`src/rtl/seq_mult_engine_pkg.sv`:
```
// Shared types and constants for the sequential multiply engine.
// FSM state encoding, default widths and the product-width helper.
package mult_pkg;

  typedef enum logic [2:0] {
    IDLE  = 3'd0,
    FETCH = 3'd1,
    MUL   = 3'd2,
    WRITE = 3'd3,
    DONE  = 3'd4
  } state_t;

  localparam int DEF_DATA_W = 4;
  localparam int DEF_RF_AW  = 3;
  localparam int DEF_RAM_AW = 3;
  localparam int DEF_SIGNED = 0;

  function automatic int prod_w(input int data_w);
    return 2 * data_w;
  endfunction

endpackage

```
`src/rtl/seq_mult_engine_if.sv`:
```
// Control/data bus of seq_mult_engine: RF load port, start/busy/done
// handshake, result-RAM clear and the registered read port.
interface seq_mult_engine_if #(
  parameter int DATA_W = 4,
  parameter int RF_AW  = 3,
  parameter int RAM_AW = 3
);
  logic                            clear_mem;
  logic                            ld_en;
  logic [RF_AW-1:0]                ld_adr;
  logic [DATA_W-1:0]               ld_data;
  logic                            start;
  logic [RF_AW-1:0]                ra1;
  logic [RF_AW-1:0]                ra2;
  logic [RAM_AW-1:0]               dest_adr;
  logic                            acc;
  logic                            busy;
  logic                            done;
  logic [RAM_AW-1:0]               rd_adr;
  logic [mult_pkg::prod_w(DATA_W)-1:0] result;

  modport master (
    output clear_mem, ld_en, ld_adr, ld_data, start, ra1, ra2, dest_adr, acc, rd_adr,
    input  busy, done, result
  );

  modport slave (
    input  clear_mem, ld_en, ld_adr, ld_data, start, ra1, ra2, dest_adr, acc, rd_adr,
    output busy, done, result
  );
endinterface

```
`src/rtl/seq_mult_engine_shift_add_core.sv`:
```
// Shift-add multiplier core: one partial product per step, DATA_W steps.
// In signed mode the MSB partial product is subtracted (two's-complement weight).
module shift_add_core
  import mult_pkg::*;
#(
  parameter int DATA_W = DEF_DATA_W,
  parameter int SIGNED = DEF_SIGNED
) (
  input  logic                      clk,
  input  logic                      rst,
  input  logic                      i_load,
  input  logic                      i_step,
  input  logic [DATA_W-1:0]         i_mcand,
  input  logic [DATA_W-1:0]         i_mplier,
  output logic                      o_last,
  output logic [prod_w(DATA_W)-1:0] o_prod
);
  localparam int PW = prod_w(DATA_W);
  localparam int CW = $clog2(DATA_W);

  logic [PW-1:0]     r_mcand;
  logic [DATA_W-1:0] r_mplier;
  logic [PW-1:0]     r_acc;
  logic [CW-1:0]     r_cnt;
  logic [PW-1:0]     w_ext;

  always_comb begin
    w_ext = {{DATA_W{1'b0}}, i_mcand};
    if (SIGNED != 0) w_ext = {{DATA_W{i_mcand[DATA_W-1]}}, i_mcand};
  end

  assign o_last = (r_cnt == CW'(DATA_W - 1));
  assign o_prod = r_acc;

  always_ff @(posedge clk) begin
    if (rst) begin
      r_mcand  <= '0;
      r_mplier <= '0;
      r_acc    <= '0;
      r_cnt    <= '0;
    end else if (i_load) begin
      r_mcand  <= w_ext;
      r_mplier <= i_mplier;
      r_acc    <= '0;
      r_cnt    <= '0;
    end else if (i_step) begin
      if (r_mplier[0]) begin
        if ((SIGNED != 0) && o_last) r_acc <= r_acc - r_mcand;
        else                         r_acc <= r_acc + r_mcand;
      end
      r_mcand  <= r_mcand << 1;
      r_mplier <= r_mplier >> 1;
      r_cnt    <= r_cnt + 1'b1;
    end
  end

endmodule

```
`src/rtl/seq_mult_engine.sv`:
```
// Multi-cycle multiplier: operand RF, start/busy/done FSM, shift-add core,
// result RAM with registered read. Optional accumulate via MULT_ACC_EN.
module seq_mult_engine
  import mult_pkg::*;
#(
  parameter int DATA_W = DEF_DATA_W,
  parameter int RF_AW  = DEF_RF_AW,
  parameter int RAM_AW = DEF_RAM_AW,
  parameter int SIGNED = DEF_SIGNED
) (
  input  logic              clk,
  input  logic              rst,
  seq_mult_engine_if.slave  bus
);
  localparam int PW = prod_w(DATA_W);

  state_t             r_state, w_next;
  logic [DATA_W-1:0]  r_rf  [2**RF_AW];
  logic [PW-1:0]      r_mem [2**RAM_AW];
  logic [RF_AW-1:0]   r_ra1, r_ra2;
  logic [RAM_AW-1:0]  r_dest;
  logic [PW-1:0]      r_result;
  logic               w_load, w_step, w_we, w_last;
  logic [PW-1:0]      w_prod, w_wdata;

  always_ff @(posedge clk) begin
    if (rst) r_state <= IDLE;
    else     r_state <= w_next;
  end

  always_comb begin
    w_next = r_state;
    w_load = 1'b0;
    w_step = 1'b0;
    w_we   = 1'b0;
    case (r_state)
      IDLE:  if (bus.start) w_next = FETCH;
      FETCH: begin w_load = 1'b1; w_next = MUL; end
      MUL:   begin w_step = 1'b1; if (w_last) w_next = WRITE; end
      WRITE: begin w_we = 1'b1; w_next = DONE; end
      DONE:  w_next = IDLE;
      default: w_next = IDLE;
    endcase
  end

  assign bus.busy   = (r_state != IDLE);
  assign bus.done   = (r_state == DONE);
  assign bus.result = r_result;

  always_ff @(posedge clk) begin
    if (rst) begin
      r_ra1  <= '0;
      r_ra2  <= '0;
      r_dest <= '0;
    end else if (r_state == IDLE && bus.start) begin
      r_ra1  <= bus.ra1;
      r_ra2  <= bus.ra2;
      r_dest <= bus.dest_adr;
    end
  end

`ifdef MULT_ACC_EN
  logic r_acc_req;
  always_ff @(posedge clk) begin
    if (rst)                               r_acc_req <= 1'b0;
    else if (r_state == IDLE && bus.start) r_acc_req <= bus.acc;
  end
  // Sum wraps mod 2**PW; identical bit pattern for signed and unsigned.
  assign w_wdata = r_acc_req ? (r_mem[r_dest] + w_prod) : w_prod;
`else
  logic w_unused_acc;
  assign w_unused_acc = bus.acc;
  assign w_wdata      = w_prod;
`endif

  always_ff @(posedge clk) begin
    if (rst) begin
      for (int i = 0; i < 2**RF_AW; i++) r_rf[i] <= '0;
    end else if (bus.ld_en) begin
      r_rf[bus.ld_adr] <= bus.ld_data;
    end
  end

  shift_add_core #(.DATA_W(DATA_W), .SIGNED(SIGNED)) u_core (
    .clk      (clk),
    .rst      (rst),
    .i_load   (w_load),
    .i_step   (w_step),
    .i_mcand  (r_rf[r_ra1]),
    .i_mplier (r_rf[r_ra2]),
    .o_last   (w_last),
    .o_prod   (w_prod)
  );

  // RAM survives rst; only clear_mem wipes it, and it beats a same-edge write.
  always_ff @(posedge clk) begin
    if (bus.clear_mem) begin
      for (int i = 0; i < 2**RAM_AW; i++) r_mem[i] <= '0;
    end else if (w_we) begin
      r_mem[r_dest] <= w_wdata;
    end
  end

  always_ff @(posedge clk) begin
    if (rst || bus.clear_mem) r_result <= '0;
    else                      r_result <= r_mem[bus.rd_adr];
  end

endmodule

```
`src/flat_wrapper.sv`:
```
// flat-port wrapper written by rule: the top's interface ports become plain ports
module seq_mult_engine_flat import mult_pkg::*;
#(
  parameter int DATA_W = DEF_DATA_W,
  parameter int RF_AW  = DEF_RF_AW,
  parameter int RAM_AW = DEF_RAM_AW,
  parameter int SIGNED = DEF_SIGNED
)
  (clk, rst, bus_clear_mem, bus_ld_en, bus_ld_adr, bus_ld_data, bus_start, bus_ra1, bus_ra2, bus_dest_adr, bus_acc, bus_rd_adr, bus_busy, bus_done, bus_result);
  seq_mult_engine_if #(.DATA_W(DATA_W), .RF_AW(RF_AW), .RAM_AW(RAM_AW)) bus_i ();
  input  logic clk;
  input  logic rst;
  input wire logic [$bits(bus_i.clear_mem)-1:0] bus_clear_mem;
  input wire logic [$bits(bus_i.ld_en)-1:0] bus_ld_en;
  input wire logic [$bits(bus_i.ld_adr)-1:0] bus_ld_adr;
  input wire logic [$bits(bus_i.ld_data)-1:0] bus_ld_data;
  input wire logic [$bits(bus_i.start)-1:0] bus_start;
  input wire logic [$bits(bus_i.ra1)-1:0] bus_ra1;
  input wire logic [$bits(bus_i.ra2)-1:0] bus_ra2;
  input wire logic [$bits(bus_i.dest_adr)-1:0] bus_dest_adr;
  input wire logic [$bits(bus_i.acc)-1:0] bus_acc;
  input wire logic [$bits(bus_i.rd_adr)-1:0] bus_rd_adr;
  output wire logic [$bits(bus_i.busy)-1:0] bus_busy;
  output wire logic [$bits(bus_i.done)-1:0] bus_done;
  output wire logic [$bits(bus_i.result)-1:0] bus_result;
  assign bus_i.clear_mem = bus_clear_mem;
  assign bus_i.ld_en = bus_ld_en;
  assign bus_i.ld_adr = bus_ld_adr;
  assign bus_i.ld_data = bus_ld_data;
  assign bus_i.start = bus_start;
  assign bus_i.ra1 = bus_ra1;
  assign bus_i.ra2 = bus_ra2;
  assign bus_i.dest_adr = bus_dest_adr;
  assign bus_i.acc = bus_acc;
  assign bus_i.rd_adr = bus_rd_adr;
  assign bus_busy = bus_i.busy;
  assign bus_done = bus_i.done;
  assign bus_result = bus_i.result;
  seq_mult_engine #(.DATA_W(DATA_W), .RF_AW(RF_AW), .RAM_AW(RAM_AW), .SIGNED(SIGNED)) u_core (.clk(clk), .rst(rst), .bus(bus_i));
endmodule
```
`config.mk`:
```
export PLATFORM = sky130hd
export DESIGN_NAME = seq_mult_engine_flat
export DESIGN_NICKNAME = d
export VERILOG_FILES = /design/src/rtl/seq_mult_engine_pkg.sv /design/src/rtl/seq_mult_engine_if.sv /design/src/rtl/seq_mult_engine_shift_add_core.sv /design/src/rtl/seq_mult_engine.sv /design/src/flat_wrapper.sv
export SDC_FILE = /design/constraint.sdc
export NUM_CORES = 1
export LEC_CHECK = 0
export CORE_MARGIN = 4
export CORE_UTILIZATION = 40
export DETAILED_ROUTE_END_ITERATION = 10
export DONT_BUFFER_PORTS = 1
export PLACE_DENSITY_LB_ADDON = 0.2
export SYNTH_ARGS = -nofsm -noshare
export SYNTH_HDL_FRONTEND = slang
export SYNTH_SLANG_ARGS = --single-unit
```
`constraint.sdc`:
```
create_clock -name clk -period 2.2 [get_ports clk]
set_input_delay 0.55 -clock clk [delete_from_list [all_inputs] [get_ports clk]]
set_output_delay 0.55 -clock clk [all_outputs]
set_load 0.01 [all_outputs]
```
==> run_results.csv <==
group,metric,value,unit
outcome,status,"finished, final reports clean",
cells_and_area,fillers,1493,
synthesis,syn_area_per_cell,12.9,sq um
cts,clkLatencyLatePin,0.42,ns
place,place.gp.congestion,0.793,
timing,setup_violations,0,
cells_and_area,fin_cells,754,
synthesis,async_flop_share,0,
setup_path,slowest_stage,"or4_1",
global_routing,grt_antenna_before_repair,0,
timing,drv_slew,0,
timing,fin_ws,0.274,ns
power,leakage,2.67,nW
setup_path,cp_cell_sequence,"ha_1 > nand2_1 > a211oi_1 > nor3_1 > or4_1 > a21oi_1",
cts,cts_hold_buf,0,
timing,fin_skew,0.0130,ns
cells_and_area,final_common_cell,"edfxtp_1",
die,die_area,0.0185,sq mm
synthesis,synth-xor-area-share,0.00267,
synthesis,synth-simple-area-share,0.190,
global_routing,grt_pass1_vias,4045,
synthesis,synth_top_family_by_area,"simple AND/OR/NAND/NOR gates",
synthesis,synth_seq_cells,144,
place,port_buffers,0,
detailed_routing,wirelength,13000,um
run,maxCapViolCount,0,
setup_path,critPathMaxStageDelay,0.47,ns
cts,clkTransAtPathRegs,0.06,ns
cts,cts_tree,"done",
cts,cts_max_level,4,
setup_path,critical-path-top-delay-family,"simple AND/OR/NAND/NOR gates",
timing,setup-tns-final,0,ns
detailed_routing,postRouteAntennaNets,0,
global_routing,grt_max_degree,33,
synthesis,synth_fa_ha_area_frac,0.0183,
cts,cts_buffers,17,
synthesis,synthesis.area,0.00657,sq mm
synthesis,synth-warning-count,0,
detailed_routing,post-route-drc-count,0,
synthesis,yosys.area.top_type,"edfxtp_1",
timing,rsz0062_at_grt,"false",
timing,holdWs,0.228,ns
global_routing,gr-total-overflow,0,
cells_and_area,final_cell_mix,"edfxtp_1, and2_1, dfxtp_1",
power,p_per_area,824,mW/mm^2
die,die_w,136,um
cells_and_area,area_growth,13.1,%
synthesis,synth_edf_count,96,
synthesis,synth_mux_area_frac,0.136,
setup_path,path_max_fanout,10,
detailed_routing,via_per_inst,5.05,
hold_path,hold_class,"in -> reg",
timing,fmax,519,MHz
detailed_routing,wire_per_inst,17.3,um
timing,fin_crit_sh,0.875,
cts,clkSinkCount,144,
cells_and_area,drive_gt1_frac,0.210,
cts,postCtsSetupBuffers,0,
die,initial_core_util,0.411,
timing,worst_pin_slew,0.477,ns
cts,root_buffer,"clkbuf_16",
timing,hold_viol,0,
setup_path,crit_path_start_kind,"register",
detailed_routing,via_count,3809,
detailed_routing,dr.first_iter.drc_count,131,
synthesis,ys_seq_area_frac,0.585,
setup_path,worst_setup_path_end_kind,"register",
setup_path,path_class,"reg -> reg",
timing,slew_headroom,0.680,
synthesis,netlist.area_leader.share,0.439,
die,std_cell_rows,46,
power,vdd_drop_max,0.547,mV
place,placedCellCount,722,
cells_and_area,antennaDiodeCount,0,
cts,clk_path_buf_depth,2,
synthesis,synth-compound-area-share,0.0463,
cells_and_area,final_nets,559,
cells_and_area,final_util,0.464,
cts,cts_resized,0,
setup_path,cp.arrival,2.28,ns
global_routing,grt_usage,0.152,
power,p_total,6.12,mW
die,core_area,0.0160,sq mm
global_routing,grt_pass1_wl,20700,um
timing,finalCriticalPeriod,1.93,ns
place,hpwlAfterDp,9440,um
die,io_pins,35,
place,post_dp_cell_area,0.00688,sq mm
synthesis,yosys-top-cells-area,"edfxtp_1, dfxtp_1, mux4_2",
detailed_routing,dr.pass1.iters,6,
setup_path,cp.required,2.56,ns
place,place_ws,0.295,ns
synthesis,synthCells,508,
die,die_y,136,um
setup_path,path_buf_inv,0,
synthesis,synth.distinct_cells,48,
cells_and_area,multiInputGateArea,0.00259,sq mm
synthesis,ys.flop_type,"edfxtp_1",
cells_and_area,seqCellArea,0.00384,sq mm
synthesis,syn-num-nets,542,
cells_and_area,fin_area,0.00743,sq mm
[logic make-up (layout without fill, tap and decap cells)]
| logic type | after synthesis | in the layout |
|---|---|---|
| adder cells (fa/ha/maj) | 9 | 9 |
| flip-flops | 144 | 144 |
| multiplexers | 49 | 49 |
| AO/OA/AOI/OAI | 44 | 44 |
| AND/OR/NAND/NOR | 232 | 232 |
| buffers and inverters | 28 | 58 |
| XOR/XNOR | 2 | 2 |
[sequential cells by signal, indices dropped and copies added, names as in the netlist, named ones only]
| register | flops |
|---|---|
| u_core.u_core.r_mplier | 4 |
| u_core.r_rf | 32 |
| u_core.u_core.r_mcand | 8 |
| u_core.u_core.r_cnt | 2 |
| u_core.r_ra1 | 3 |
| u_core.r_dest | 3 |
| u_core.r_ra2 | 3 |
| u_core.r_state | 3 |
| u_core.bus.result | 8 |
| u_core.r_mem | 64 |
| u_core.u_core.o_prod | 8 |
[layout make-up]
type,instances,area share
Sequential cell,144,0.517
Multi-Input combinational cell,336,0.348
Clock buffer,21,0.0637
Tap cell,216,0.0364
Timing Repair Buffer,21,0.0212
Clock inverter,11,0.0106
Inverter,5,0.00253
[final timing paths]
| check | start | to | slack, ns | depth (start not counted) |
|---|---|---|---|---|
| worst max-delay path | u_core.u_core.o_prod[6] | u_core.u_core.o_prod[7] | 0.27 | 6 |
| worst min-delay path | rst | u_core.r_dest[0] | 0.23 | 1 |
| worst max register to register | u_core.u_core.o_prod[6] | u_core.u_core.o_prod[7] | 0.27 | 6 |
| worst min register to register | u_core.r_ra2[2] | u_core.r_ra2[2] | 0.46 | 2 |
[routing by layer]
layer,share of wire,vias up,routed length [um],global-route usage
met5,0,-,0,0
met3,0.031,13,405,0.0411
met1,0.39,1872,5060,0.157
li1,-,1877,-,-
met4,0.014,0,186,0.0571
met2,0.57,47,7370,0.290
[Yosys cell counts, types with 3 or more instances]
cell	instances
nor4_1	3
buf_6	3
nand2_1	40
nor2_1	45
nand2b_1	4
inv_1	4
clkbuf_1	9
nor2b_1	4
a21oi_1	23
buf_2	6
edfxtp_1	96
and2_1	89
dfxtp_1	48
a2111oi_2	4
nor3_1	13
buf_1	4
mux4_2	32
ha_1	8
o21a_1	3
or2_2	18
mux2i_1	15
[report_power, final]
| part | internal, mW | switching, mW |
|---|---|---|
| registers | 3.01 | 0.0859 |
| clock network | 1.55 | 1.11 |
| logic | 0.196 | 0.180 |
No activity file was read; power rests on OpenSTA's default activity.
